File: src/rtl/sa2_operand_loader_pkg.sv
// Shared types and frame geometry for the 2x2 systolic array operand loader.
package sa2_pkg;

    localparam int N_A       = 16;
    localparam int N_B       = 9;
    localparam int FRAME_LEN = N_A + N_B;
    localparam int IDX_W     = 5;

    // Index of the final byte of a well-formed frame.
    localparam logic [IDX_W-1:0] LAST_IDX = IDX_W'(FRAME_LEN - 1);

    typedef enum logic [1:0] {
        LOAD  = 2'd0,
        FLUSH = 2'd1,
        RUN   = 2'd2
    } state_t;

endpackage

File: src/rtl/sa2_operand_loader_if.sv
// Valid/ready byte stream carrying one operand frame (tile then filter).
interface sa2_operand_loader_if;

    logic       in_valid;
    logic [7:0] in_data;
    logic       in_last;
    logic       in_ready;

    // Byte source driving the loader.
    modport master (
        output in_valid,
        output in_data,
        output in_last,
        input  in_ready
    );

    // The loader itself.
    modport slave (
        input  in_valid,
        input  in_data,
        input  in_last,
        output in_ready
    );

endinterface

File: src/rtl/sa2_operand_loader_watchdog.sv
// Run-phase watchdog: counts while enabled, flags expiry at TIMEOUT-1.
module sa2_watchdog #(
    parameter int TIMEOUT = 64,
    parameter int CNT_W   = 7
) (
    input  logic clk,
    input  logic rst_n,
    input  logic clr,
    input  logic en,
    output logic expire
);

    logic [CNT_W-1:0] cnt;

    // Counter restarts from zero on clear and holds once it reaches expiry.
    always_ff @(posedge clk or negedge rst_n) begin
        if (!rst_n) begin
            cnt <= '0;
        end else if (clr) begin
            cnt <= '0;
        end else if (en && !expire) begin
            cnt <= cnt + 1'b1;
        end
    end

    assign expire = (cnt == CNT_W'(TIMEOUT - 1));

endmodule

File: src/rtl/sa2_operand_loader.sv
// Operand loader for the 2x2 systolic convolution array: captures a 25-byte
// frame (4x4 tile + 3x3 filter), runs the array, and recovers from length
// errors and a hung array.
module sa2_operand_loader
    import sa2_pkg::*;
#(
    parameter int TIMEOUT = 64,
    parameter int CNT_W   = 7
) (
    input  logic                  clk,
    input  logic                  rst_n,
    sa2_operand_loader_if.slave   s,
    output logic [7:0]            a11, a12, a13, a14,
    output logic [7:0]            a21, a22, a23, a24,
    output logic [7:0]            a31, a32, a33, a34,
    output logic [7:0]            a41, a42, a43, a44,
    output logic [7:0]            b11, b12, b13,
    output logic [7:0]            b21, b22, b23,
    output logic [7:0]            b31, b32, b33,
    output logic                  active_sa2,
    input  logic                  done_sa2,
    output logic                  sa2_rst,
    output logic                  busy,
    output logic                  frame_done,
    output logic                  err_len,
    output logic                  err_timeout
);

    state_t           state;
    logic [IDX_W-1:0] idx;
    logic             ready_q;
    logic             active_q;
    logic             busy_q;
    logic             sa2_rst_q;
    logic             frame_done_q;
    logic             err_len_q;
    logic             err_to_q;
    logic             hs;
    logic             wd_expire;
    logic [7:0]       ops [FRAME_LEN];

    assign hs = s.in_valid && ready_q;

    sa2_watchdog #(
        .TIMEOUT (TIMEOUT),
        .CNT_W   (CNT_W)
    ) u_watchdog (
        .clk    (clk),
        .rst_n  (rst_n),
        .clr    (state != RUN),
        .en     (state == RUN),
        .expire (wd_expire)
    );

    // Frame sequencing: load bytes, flush bad frames, run the array.
    always_ff @(posedge clk or negedge rst_n) begin
        if (!rst_n) begin
            state        <= LOAD;
            idx          <= '0;
            ready_q      <= 1'b0;
            active_q     <= 1'b0;
            busy_q       <= 1'b0;
            sa2_rst_q    <= 1'b1;
            frame_done_q <= 1'b0;
            err_len_q    <= 1'b0;
            err_to_q     <= 1'b0;
        end else begin
            frame_done_q <= 1'b0;
            err_len_q    <= 1'b0;
            err_to_q     <= 1'b0;
            sa2_rst_q    <= 1'b0;
            case (state)
                LOAD: begin
                    ready_q <= 1'b1;
                    if (hs) begin
                        if (idx == LAST_IDX) begin
                            idx <= '0;
                            if (s.in_last) begin
                                state    <= RUN;
                                ready_q  <= 1'b0;
                                active_q <= 1'b1;
                                busy_q   <= 1'b1;
                            end else begin
                                state     <= FLUSH;
                                err_len_q <= 1'b1;
                            end
                        end else if (s.in_last) begin
                            idx       <= '0;
                            err_len_q <= 1'b1;
                        end else begin
                            idx <= idx + 1'b1;
                        end
                    end
                end
                FLUSH: begin
                    ready_q <= 1'b1;
                    if (hs && s.in_last) begin
                        state <= LOAD;
                    end
                end
                RUN: begin
                    // done_sa2 takes priority over a watchdog expiry in the same cycle
                    if (done_sa2 || wd_expire) begin
                        state    <= LOAD;
                        ready_q  <= 1'b1;
                        active_q <= 1'b0;
                        busy_q   <= 1'b0;
                        if (done_sa2) begin
                            frame_done_q <= 1'b1;
                        end else begin
                            err_to_q  <= 1'b1;
                            sa2_rst_q <= 1'b1;
                        end
                    end
                end
                default: begin
                    state    <= LOAD;
                    idx      <= '0;
                    ready_q  <= 1'b1;
                    active_q <= 1'b0;
                    busy_q   <= 1'b0;
                end
            endcase
        end
    end

    // Operand register file: written only by LOAD handshakes, cleared only by reset.
    always_ff @(posedge clk or negedge rst_n) begin
        if (!rst_n) begin
            for (int unsigned i = 0; i < FRAME_LEN; i++) begin
                ops[i] <= '0;
            end
        end else if (hs && (state == LOAD)) begin
            ops[idx] <= s.in_data;
        end
    end

    assign s.in_ready   = ready_q;
    assign active_sa2   = active_q;
    assign busy         = busy_q;
    assign sa2_rst      = sa2_rst_q;
    assign frame_done   = frame_done_q;
    assign err_len      = err_len_q;
    assign err_timeout  = err_to_q;

    assign a11 = ops[0];
    assign a12 = ops[1];
    assign a13 = ops[2];
    assign a14 = ops[3];
    assign a21 = ops[4];
    assign a22 = ops[5];
    assign a23 = ops[6];
    assign a24 = ops[7];
    assign a31 = ops[8];
    assign a32 = ops[9];
    assign a33 = ops[10];
    assign a34 = ops[11];
    assign a41 = ops[12];
    assign a42 = ops[13];
    assign a43 = ops[14];
    assign a44 = ops[15];
    assign b11 = ops[16];
    assign b12 = ops[17];
    assign b13 = ops[18];
    assign b21 = ops[19];
    assign b22 = ops[20];
    assign b23 = ops[21];
    assign b31 = ops[22];
    assign b32 = ops[23];
    assign b33 = ops[24];

endmodule

File: src/flat_wrapper.sv
// flat-port wrapper written by rule: the top's interface ports become plain ports
module sa2_operand_loader_flat import sa2_pkg::*;
#(
    parameter int TIMEOUT = 64,
    parameter int CNT_W   = 7
)
  (clk, rst_n, a11, a12, a13, a14, a21, a22, a23, a24, a31, a32, a33, a34, a41, a42, a43, a44, b11, b12, b13, b21, b22, b23, b31, b32, b33, active_sa2, done_sa2, sa2_rst, busy, frame_done, err_len, err_timeout, s_in_valid, s_in_data, s_in_last, s_in_ready);
  sa2_operand_loader_if s_i ();
  input  logic clk;
  input  logic rst_n;
  output logic [7:0] a11;
  output logic [7:0] a12;
  output logic [7:0] a13;
  output logic [7:0] a14;
  output logic [7:0] a21;
  output logic [7:0] a22;
  output logic [7:0] a23;
  output logic [7:0] a24;
  output logic [7:0] a31;
  output logic [7:0] a32;
  output logic [7:0] a33;
  output logic [7:0] a34;
  output logic [7:0] a41;
  output logic [7:0] a42;
  output logic [7:0] a43;
  output logic [7:0] a44;
  output logic [7:0] b11;
  output logic [7:0] b12;
  output logic [7:0] b13;
  output logic [7:0] b21;
  output logic [7:0] b22;
  output logic [7:0] b23;
  output logic [7:0] b31;
  output logic [7:0] b32;
  output logic [7:0] b33;
  output logic active_sa2;
  input  logic done_sa2;
  output logic sa2_rst;
  output logic busy;
  output logic frame_done;
  output logic err_len;
  output logic err_timeout;
  input wire logic [$bits(s_i.in_valid)-1:0] s_in_valid;
  input wire logic [$bits(s_i.in_data)-1:0] s_in_data;
  input wire logic [$bits(s_i.in_last)-1:0] s_in_last;
  output wire logic [$bits(s_i.in_ready)-1:0] s_in_ready;
  assign s_i.in_valid = s_in_valid;
  assign s_i.in_data = s_in_data;
  assign s_i.in_last = s_in_last;
  assign s_in_ready = s_i.in_ready;
  sa2_operand_loader #(.TIMEOUT(TIMEOUT), .CNT_W(CNT_W)) u_core (.clk(clk), .rst_n(rst_n), .s(s_i), .a11(a11), .a12(a12), .a13(a13), .a14(a14), .a21(a21), .a22(a22), .a23(a23), .a24(a24), .a31(a31), .a32(a32), .a33(a33), .a34(a34), .a41(a41), .a42(a42), .a43(a43), .a44(a44), .b11(b11), .b12(b12), .b13(b13), .b21(b21), .b22(b22), .b23(b23), .b31(b31), .b32(b32), .b33(b33), .active_sa2(active_sa2), .done_sa2(done_sa2), .sa2_rst(sa2_rst), .busy(busy), .frame_done(frame_done), .err_len(err_len), .err_timeout(err_timeout));
endmodule
File: config.mk
export PLATFORM = sky130hd
export DESIGN_NAME = sa2_operand_loader_flat
export DESIGN_NICKNAME = d
export VERILOG_FILES = /design/src/rtl/sa2_operand_loader_pkg.sv /design/src/rtl/sa2_operand_loader_if.sv /design/src/rtl/sa2_operand_loader_watchdog.sv /design/src/rtl/sa2_operand_loader.sv /design/src/flat_wrapper.sv
export SDC_FILE = /design/constraint.sdc
export NUM_CORES = 1
export LEC_CHECK = 0
export ABC_AREA = 1
export CAP_MARGIN = 20
export CORE_MARGIN = 2
export CORE_UTILIZATION = 52
export CTS_CLUSTER_SIZE = 14
export DETAILED_ROUTE_END_ITERATION = 8
export PLACE_DENSITY_LB_ADDON = 0.1
export SLEW_MARGIN = 25
export SYNTH_ARGS = -nofsm -noshare
export SYNTH_HDL_FRONTEND = slang
export SYNTH_SLANG_ARGS = --single-unit
File: constraint.sdc
create_clock -name clk -period 3.1 [get_ports clk]
set_input_delay 0.62 -clock clk [delete_from_list [all_inputs] [get_ports clk]]
set_output_delay 0.62 -clock clk [all_outputs]
set_load 0.05 [all_outputs]
==> metrics.cfg <==
[status]
run_status=completed

[sta]
skew_ps=12.9
tns_ps=0
max_freq_ghz=0.414
fin_crit_sh_pct=77.9
fin_crit_ps=2410
tightest_slew_ps=646
finalHoldViolations=0
final_max_slew_viol_count=0
rsz0062_at_grt=false
slew-limit-headroom_pct=56.9
finalSetupViolations=0

[yosys]
synth_nets=836
synth_compound_area_share_pct=13.8
synth_top_area_share_pct=64.5
netlist_instances=814
syn_avg_cell_area_sq_um=10.4
synth-xor-area-share_pct=0
synth_top_family_by_area=simple AND/OR/NAND/NOR gates
synth_mux_area_share_pct=0
ys_seq_elements=220
yosys.area_share.simple_pct=15.3
syn_area_sq_um=8500
yosys.area_share.adder_pct=1.32
ys_types=29
synth_top_cell_by_area=dfrtp_1
ys_seq_area_share_pct=64.8
yosysWarnings=0
yosys-top-cells-area=dfrtp_1, nand2_1, o21ai_0

[die]
fp.dieH_microns=132
io-pin-count=220
start_util_pct=53.3
fp.dieArea_sq_um=17400
fp-row-count=46
coreArea_sq_um=15900
die_x_microns=132

[clocking]
cts_tree=built
clock_latency_ps=500
ctsRootBufferMaster=clkbuf_16
cts_made_buffers=23
clk_pin_slew_ps=60
cts_hold_buf=0
h-tree-depth=1
postCtsSetupRepairBufs=0
clock_path_buffers=3
clock-sinks=220
cts_resized=0

[critical_path]
slowest_delay_ps=790
critPathSlowestCell=clkdlybuf4s50_1
crit_required_ps=2480
startpoint_type=flop
criticalPathCategory=flop to primary output
crit_family=buffers and inverters
cp-end-kind=primary output
cp_cell_sequence=clkdlybuf4s50_1
critical_path_buf_inv_count=1
crit_fanout=1
arrival_ps=1790

[finish]
finalInstanceArea_sq_um=11500
synthToLayoutAreaGrowth_pct=35.4
drive_gt1_share_pct=10.2
layout.nets=1048
antenna_cells=0
final_common_cell=nand2_1
final_cell_mix=nand2_1, dfrtp_1, clkdlybuf4s50_1

[routing]
ant_nets=0
via_per_inst=5.11
drt_iter0_drc=389
drc=0
routed_wl_microns=21900
dr_total_vias=6434
wire_per_inst_microns=17.4
dr.pass1.iters=4

[global_route]
grt_pass1_wl_microns=35100
grt_max_degree=80
antenna_found_initial=0
overflow=0
track_usage_pct=25.3
grt_pass1_vias=6263

[power]
p_per_area_nw_per_um2=750
p_leak_uw=0.00515
irDropWorstVdd_mv=0.729

[placed_design]
dp_hpwl_microns=14100
placed_cell_area_sq_um=10800
port_buffers=219
gp_congestion=0.792

[run]
cap_viol_max_count=0

[min_path]
hold_class=input pin to async pin

## worst paths after layout
| path | from | to | slack, ps | depth (start not counted) |
|---|---|---|---|---|
| setup / recovery | u_core.sa2_rst | sa2_rst | 690 | 1 |
| hold / removal | rst_n | u_core.u_watchdog.cnt[6] | 160 | 1 |
| setup reg to reg | u_core.state[0] | u_core.b22[7] | 1160 | 7 |
| hold reg to reg | u_core.b22[1] | u_core.b22[1] | 480 | 2 |
| max in group asynchronous | rst_n | u_core.b23[7] | 2150 | 2 |
| min in group clk | u_core.b22[1] | u_core.b22[1] | 480 | 2 |
## synthesized netlist by cell type
cell type	count
dfrtp_1	219
o21ai_0	112
nand2_1	228
nor2_4	5
nand3b_1	1
inv_2	2
and3_1	1
dfstp_2	1
a22oi_1	1
nand3_1	10
inv_1	29
nor2_1	11
nand2_2	25
o21ai_1	78
buf_4	1
a21oi_2	1
nor3_1	3
o21ai_2	18
buf_2	9
nand3_4	1
o21bai_1	1
clkbuf_1	17
nor3_4	4
ha_1	9
nand4_1	3
nor2_2	1
a31oi_1	3
buf_6	16
a21oi_1	4
## layout make-up
class | instances | area, sq um
sequential | 220 | 5510
fill | 1195 | 4430
multi-input combinational | 520 | 2580
timing repair buffer | 230 | 2320
clock buffer | 29 | 608
tap | 216 | 270
inverter | 31 | 116
clock inverter | 12 | 114
## routing by layer
| metal | vias up | share of wire [%] | track usage, % |
|---|---|---|---|
| li1 | 3098 | - | - |
| met1 | 3130 | 45 | 35.3 |
| met2 | 176 | 46 | 39.7 |
| met3 | 30 | 7.8 | 7.80 |
| met4 | 0 | 1.4 | 5.43 |
| met5 | - | 0 | 0 |
## metrics by stage
stage | utilization, % | total power, uW | instances | hold slack (ps) | setup slack (ps)
2_1_floorplan | - | 5060 | 814 | 324 | 1410
3_3_place_gp | 67.7 | 5990 | 1217 | 464 | 870
3_5_place_dp | 67.7 | 6020 | 1217 | 468 | 827
4_1_cts | 72.2 | 8690 | 1258 | 180 | 660
5_1_grt | 72.2 | 8970 | 1258 | 208 | 636
6_report | 72.2 | 8630 | 1258 | 161 | 687
## power breakdown
group | switching, uW | leakage (uW) | internal, uW
sequential | 206 | 0.00300 | 3230
combinational | 1780 | 0.00178 | 760
clock | 1100 | 0.000365 | 1560
total | 3090 | 0.00515 | 5540
## logic make-up (layout without fill, tap and decap cells)
| group | count (synthesis) | count (layout) |
|---|---|---|
| buf+inv | 74 | 302 |
| flops | 220 | 220 |
| fa+ha+maj | 9 | 9 |
| compound gates | 218 | 218 |
| simple gates | 293 | 293 |
Power figures use the tool's default switching activity.
